### config.mk
export PLATFORM = sky130hd
export DESIGN_NAME = interrupt_controller
export DESIGN_NICKNAME = d
export VERILOG_FILES = /design/src/rtl/interrupt_controller.sv
export SDC_FILE = /design/constraint.sdc
export NUM_CORES = 1
export LEC_CHECK = 0
export ABC_AREA = 1
export CORE_AREA = 2 2 80 82
export CTS_BUF_LIST = sky130_fd_sc_hd__clkbuf_8
export DETAILED_ROUTE_END_ITERATION = 8
export DIE_AREA = 0 0 82 84
export GPL_TIMING_DRIVEN = 1
export PLACE_DENSITY = 0.74
export SETUP_SLACK_MARGIN = 0.4
export SYNTH_ARGS = -nofsm -noshare
export SYNTH_HDL_FRONTEND = slang
export SYNTH_SLANG_ARGS = --single-unit
### constraint.sdc
create_clock -name clk -period 3.1 [get_ports clk]
set_input_delay 0.62 -clock clk [delete_from_list [all_inputs] [get_ports clk]]
set_output_delay 0.62 -clock clk [all_outputs]
set_load 0.01 [all_outputs]
### src/rtl/interrupt_controller.sv
// Purpose : latches rising edges of NUM_SRC interrupt lines as pending, masks them with an
//           enable register and presents the lowest-index enabled one to the CPU.
// Latency : irq_src rise at t -> pending at t+1 -> cpu_interrupt at t+2; registers read combinationally.
// Backpressure: one interrupt in service at a time; later edges wait in PENDING until irq_done.
//
// Ports:
//   clk, rst            clock and synchronous active-high reset
//   irq_src             raw peripheral interrupt lines (active-high, edge-latched)
//   io_addr/io_write_*  register window at BASE_ADDR: +0 PENDING (W1C), +4 ENABLE, +8 ACTIVE (RO)
//   io_read_data        combinational read data for io_addr
//   cpu_interrupt(_id)  registered request and id of the presented source
//   irq_ack, irq_done   CPU trap-taken and handler-complete pulses
module interrupt_controller #(
  parameter int          NUM_SRC   = 8,
  parameter logic [31:0] BASE_ADDR = 32'h0000_1000
) (
  input  logic               clk,
  input  logic               rst,
  input  logic [NUM_SRC-1:0] irq_src,
  input  logic [31:0]        io_addr,
  input  logic [31:0]        io_write_data,
  input  logic               io_write_en,
  output logic [31:0]        io_read_data,
  output logic               cpu_interrupt,
  output logic [4:0]         cpu_interrupt_id,
  input  logic               irq_ack,
  input  logic               irq_done
);

  typedef enum logic [1:0] {IDLE, PRESENT, SERVICE} state_t;

  localparam logic [NUM_SRC-1:0] ONE = NUM_SRC'(1);

  state_t             state, state_nxt;
  logic [NUM_SRC-1:0] pending, enable, irq_prev;
  logic [NUM_SRC-1:0] rise, req, w1c_mask, ack_mask, act_mask;
  logic [4:0]         active_id, active_id_nxt, winner, cpu_interrupt_id_nxt;
  logic               cpu_interrupt_nxt, ack_take;
  logic               sel_pending, sel_enable, sel_active;

  // Write-data bits above NUM_SRC have no backing register.
  logic unused_wdata;
  assign unused_wdata = ^io_write_data;

  assign sel_pending = (io_addr == BASE_ADDR);
  assign sel_enable  = (io_addr == BASE_ADDR + 32'd4);
  assign sel_active  = (io_addr == BASE_ADDR + 32'd8);

  assign rise     = irq_src & ~irq_prev;
  assign req      = pending & enable;
  assign act_mask = ONE << active_id;
  assign w1c_mask = (io_write_en && sel_pending) ? io_write_data[NUM_SRC-1:0] : '0;
  assign ack_mask = ack_take ? act_mask : '0;

  // Register read mux; unimplemented bits and unmapped addresses read as zero.
  always_comb begin
    io_read_data = '0;
    if (sel_pending) begin
      io_read_data[NUM_SRC-1:0] = pending;
    end else if (sel_enable) begin
      io_read_data[NUM_SRC-1:0] = enable;
    end else if (sel_active) begin
      io_read_data = {(state == SERVICE), 26'b0, active_id};
    end
  end

  // Fixed priority: scanning downward leaves the lowest requesting index.
  always_comb begin
    winner = '0;
    for (int i = NUM_SRC - 1; i >= 0; i--) begin
      if (req[i]) winner = 5'(i);
    end
  end

  always_comb begin
    state_nxt            = state;
    cpu_interrupt_nxt    = cpu_interrupt;
    cpu_interrupt_id_nxt = cpu_interrupt_id;
    active_id_nxt        = active_id;
    ack_take             = 1'b0;
    case (state)
      IDLE: begin
        if (|req) begin
          active_id_nxt        = winner;
          cpu_interrupt_nxt    = 1'b1;
          cpu_interrupt_id_nxt = winner;
          state_nxt            = PRESENT;
        end
      end
      PRESENT: begin
        // Ack beats withdraw; a higher-priority arrival never displaces the presented id.
        if (irq_ack) begin
          ack_take          = 1'b1;
          cpu_interrupt_nxt = 1'b0;
          state_nxt         = SERVICE;
        end else if (~|(req & act_mask)) begin
          cpu_interrupt_nxt = 1'b0;
          state_nxt         = IDLE;
        end
      end
      SERVICE: begin
        if (irq_done) state_nxt = IDLE;
      end
      default: state_nxt = IDLE;
    endcase
  end

  always_ff @(posedge clk) begin
    if (rst) begin
      state            <= IDLE;
      pending          <= '0;
      enable           <= '0;
      irq_prev         <= '0;
      active_id        <= '0;
      cpu_interrupt    <= 1'b0;
      cpu_interrupt_id <= '0;
    end else begin
      state            <= state_nxt;
      irq_prev         <= irq_src;
      active_id        <= active_id_nxt;
      cpu_interrupt    <= cpu_interrupt_nxt;
      cpu_interrupt_id <= cpu_interrupt_id_nxt;
      // A rise in the same cycle as a W1C or ack clear keeps the bit set.
      pending          <= (pending & ~w1c_mask & ~ack_mask) | rise;
      if (io_write_en && sel_enable) enable <= io_write_data[NUM_SRC-1:0];
    end
  end

endmodule

### Word level (Yosys, flattened, before mapping)

Cells that the tools add are included.

| operators by class | value |
|---|---|
| eq/ne operators | 8 |
| shift-type cells | 1 |
| mux-type cells | 26 |
| bitwise operators | 9 |
| reduce and logical (&&, ||, !) cells | 9 |

Operator list:

| operator | count |
|---|---|
| $eq 32x13->1 const B | 3 |
| $mux 24 | 2 |
| $and 8x8->8 | 5 |
| $mux 5 | 7 |
| $mux 32 | 1 |
| $mux 8 | 4 |
| $not 8->8 | 3 |
| $reduce_or 8->1 | 2 |
| $mux 2 | 4 |
| $or 8x8->8 | 1 |
| $shl 1x5->8 const A | 1 |
| $pmux 2 s3 | 1 |
| $reduce_and 3->1 | 2 |
| $mux 1 | 5 |
| $ne 2x2->1 const B | 2 |
| $mux 3 | 1 |
| $ne 3x3->1 const B | 1 |
| $eq 2x1->1 const B | 1 |
| $eq 2x2->1 const B | 1 |
| $logic_and 1x1->1 | 2 |
| $logic_not 2->1 | 1 |
| $pmux 1 s2 | 1 |
| $reduce_and 2->1 | 1 |
| $reduce_bool 2->1 | 1 |

| word-level totals | value |
|---|---|
| register bits after elaboration | 32 |
| input bits | 77 |
| output and inout port bits | 38 |
| logic and storage cells | 59 |

### Depth between registers and ports, before layout

| depth | value |
|---|---|
| word-level depth | 9 |
| gate-level depth with buffers | 10 |
| gate-level depth less buffers | 10 |

### Worst setup path after synthesis

No wires, ideal clock.

| timing | value |
|---|---|
| kind | input-to-output |
| start | in io_addr[11] |
| end | out io_read_data[0] |
| arrival time | 1.535 ns |
| required time | 2.480 ns |
| slack | 0.945 ns |
| stages on the path | 9 |
| buffers on the path | 0 |
| path through | nor2_1 -> nand2_2 -> nor2_8 -> nand2_2 -> nor2_4 -> nand2_4 -> nand2_1 -> nor2_1 -> nor2_1 |

| between the ends | value |
|---|---|
| longest elaborated chain between the ends | 4 |
| elaborated cells between the ends (all ways) | 6 |
| those cells by class | eq/ne (3); mux (3) |

RTL lines:

| item | RTL line | source |
|---|---|---|
| start, declared | 20 | `input logic [31:0] io_addr,` |
| $eq 32x13->1 | 47 | `assign sel_active = (io_addr == BASE_ADDR + 32'd8);` |
| $mux 32 | 62 | `end else if (sel_active) begin` |
| $mux 8 | 60 | `end else if (sel_enable) begin` |
| $mux 8 * | 58 | `if (sel_pending) begin` |
| end, declared | 23 | `output logic [31:0] io_read_data,` |

Mark *: on every way between the ends. The rest lies on a longest branch, timed or not.

### Worst setup path after layout

| timing | value |
|---|---|
| start | in io_addr[3] |
| end | out io_read_data[5] |

| between the ends | value |
|---|---|
| longest elaborated chain between the ends | 3 |
| elaborated cells between the ends (all ways) | 4 |
| those cells by class | eq/ne (2); mux (2) |

RTL lines:

| item | RTL line | source |
|---|---|---|
| $eq 32x13->1 | 46 | `assign sel_enable = (io_addr == BASE_ADDR + 32'd4);` |
| $mux 8 | 60 |  |
| $mux 8 * | 58 |  |

Marked as above.

==> flow_summary.toml <==
[run_status]
status = "completed"

[clock_network]
cts_sinks = 30
htree_levels = 2
cts_made_buffers = 5
path_clk_slew_ps = 60
insertion_delay_ps = 290
hold_buffers = 0
cts-root-buf = "clkbuf_8"
clk_path_buf_depth = 2
cts_tree = "built"

[sta]
fmax_mhz = 384.1
slew_viol_final = 0
setup_violations = 0
fin_crit_ps = 2603
worst_slew_pin_slew_ps = 546.8
final_hold_viol_count = 0
relSlewSlack_pct = 63.51
skew_ps = 5.108
rsz0062_at_grt = "no"
period_share_pct = 83.98

[hold_path]
min-delay-path-class = "reg2reg"
hp-start = "irq_prev[6]$_SDFF_PP0_"
min_path_cells = 3

[route]
firstDrtPassIters = 4
wire_per_inst_microns = 12.19
viasPerCell = 4.544
via_count = 2254
ant_nets = 0
drt_iter0_drc = 168
routed_wl_mm = 6.045
remaining_drc_errors = 0

[layout]
area_delta_synth_final_pct = 48.28
utilization_pct = 51.19
final_cell_mix = "77 x nand2_1, 60 x nor2_1, 42 x inv_1, 30 x dfxtp_1"
antenna_cells = 0
finalNetCount = 495
drive_gt1_share_pct = 18.14
layout_commonest_cell = "nand2_1"
fin_cells = 496

[synth]
netlist-cell-type-count = 31
synth_area_sq_um = 2105
ys_ff_latch = 30
synth_top_family_by_area = "simple AND/OR/NAND/NOR gates"
ys_seq_area_share_pct = 28.54
synth-compound-area-share_pct = 6.421
postSynthCellCount = 334
synthSimpleGateAreaFrac_pct = 46.79
synth-adder-area-share_pct = 0
ys_warn_count = 0
avgSynthCellArea_sq_um = 6.301
synthXorXnorAreaFrac_pct = 0
synthMuxAreaShare_pct = 0

[worst_setup_path]
crit_path_start_kind = "input pin"
worst_r2r_endpoint = "state[0]$_SDFFE_PP0P_"
required_ps = 2480
path_class = "in2out"
crit_path_end_kind = "output port"
ff2ff_setup_slack_ps = 1640
worstReg2RegStart = "active_id[2]$_SDFFE_PP0P_"
critPathArrivalTime_ps = 1980
r2r_cells = 8
crit_path_end = "io_read_data[5]"
crit_path_start = "io_addr[3]"
cp_max_fo = 6

[placed_design]
place_hpwl_mm = 4.255
dpl.cell_count = 477
port-buffer-count = 65
gp_congestion = 0.8747

[global_routing]
grt.overflow.total = 0
antenna_found_initial = 0
grt_first_pass_wirelength_mm = 9.321
track_usage_pct = 17.57
grt_max_degree = 18
grt_pass1_vias = 2039

[floorplanning]
die_w_microns = 82
pin_count = 115
rows = 29
dieArea_sq_um = 6888
start_util_pct = 34.52
die_h_microns = 84
core_area_sq_um = 6096

[power]
p_switching_uw = 224.2
leakagePower_nw = 1.704
powerDensity_nw_per_um2 = 279.0
p_sw_share_pct = 25.75
clkPwrFrac_pct = 37.1
power_frac_seq_pct = 47.2
p_int_uw = 646.3
ir_drop_mv = 0.2582
p_comb_share_pct = 15.8

[job]
cap_violations = 0
-- cells by family (layout without fill, tap and decap cells) --
| logic type | count (synthesis) | in the layout |
|---|---|---|
| other | 1 | 25 |
| AO/OA/AOI/OAI | 23 | 23 |
| flip-flops | 30 | 30 |
| buffers and inverters | 73 | 133 |
| AND/OR/NAND/NOR | 207 | 208 |
-- power groups by stage --
stage / clock network (mW) / logic [mW] / registers [mW]
4_1_cts: 0.332 / 0.137 / 0.410
2_1_floorplan: 0 / 0.0847 / 0.416
3_3_place_gp: 0 / 0.138 / 0.418
5_1_grt: 0.353 / 0.154 / 0.412
6_report: 0.323 / 0.137 / 0.410
3_5_place_dp: 0 / 0.140 / 0.418
-- state kept, by name, summed over array words and instances (netlist names) --
signal / count
cpu_interrupt: 1
pending: 8
irq_prev: 8
enable: 8
active_id: 3
state: 2
-- routing by layer --
metal	wire, microns	up-vias	part of all wire [%]	track usage [%]
met2	3075	82	51	30.01
met3	429	10	7.1	3.463
met5	0	-	0	0
li1	-	1157	-	-
met1	2433	1005	40	21.42
met4	106	0	1.8	6.212
-- cell usage after synthesis, drive strengths merged --
library cell	number	area, sq um
nand4	2	12.51
a41oi	1	8.760
nor3	10	66.32
a21oi	5	25.02
nand3b	10	87.58
inv	42	157.7
clkbuf	1	3.750
a31oi	3	18.77
conb	1	3.750
dfxtp	30	600.6
nand2	88	360.4
buf	30	219.0
nand3	22	110.1
or2	2	12.52
a311oi	2	17.52
o21ai	11	55.05
nor2	73	335.3
o211a	1	10.01
-- metrics by stage --
| step | instance area (sq um) | hold slack, ps | worst slack [ps] | TNS, ps | total power [mW] |
|---|---|---|---|---|---|
| after global routing | 3120 | 480.6 | 397.6 | 0 | 0.9183 |
| after floorplan | 2195 | 429.3 | 945.3 | 0 | 0.5008 |
| after CTS | 2942 | 457.2 | 391.5 | 0 | 0.8784 |
| final | 3120 | 454.3 | 496.5 | 0 | 0.8705 |
| after global placement | 2791 | 436.0 | -84.13 | -366.2 | 0.5559 |
| after detailed placement | 2791 | 442.2 | -114.2 | -601.4 | 0.5584 |
-- layout make-up --
| cell class | count | area [sq um] |
|---|---|---|
| fill | 613 | 2975 |
| sequential | 30 | 600.6 |
| clock buffer | 6 | 82.58 |
| tap | 77 | 96.34 |
| timing repair buffer | 83 | 810.8 |
| inverter | 42 | 165.2 |
| multi-input combinational | 256 | 1356 |
| clock inverter | 2 | 8.758 |
-- worst max-delay path, stage by stage --
cell and delay (ps):
clkdlybuf4s50_1 400, inv_1 120, nand3_2 110, nor2_4 120
nand2_4 70, nor2_4 110, buf_12 140, nand3_2 60
o21ai_1 80, buf_2 150
-- how the worst min path moves through the flow --
stage / end / slack [ps]
after global placement: pending[5]$_SDFF_PP0_ / 440
after detailed placement: pending[3]$_SDFF_PP0_ / 440
after global routing: pending[3]$_SDFF_PP0_ / 480
after CTS: pending[3]$_SDFF_PP0_ / 460
final: pending[6]$_SDFF_PP0_ / 450
after floorplan: pending[4]$_SDFF_PP0_ / 430
-- timing repair --
item,CTS,global route
cloned,2,0
endpoints found under the setup margin,9,9
buffers inserted,5,4
pin swaps,23,25
endpoints found under the hold margin,0,0
gates resized for setup,61,42
Note: power is estimated with default switching activity, not from simulation.
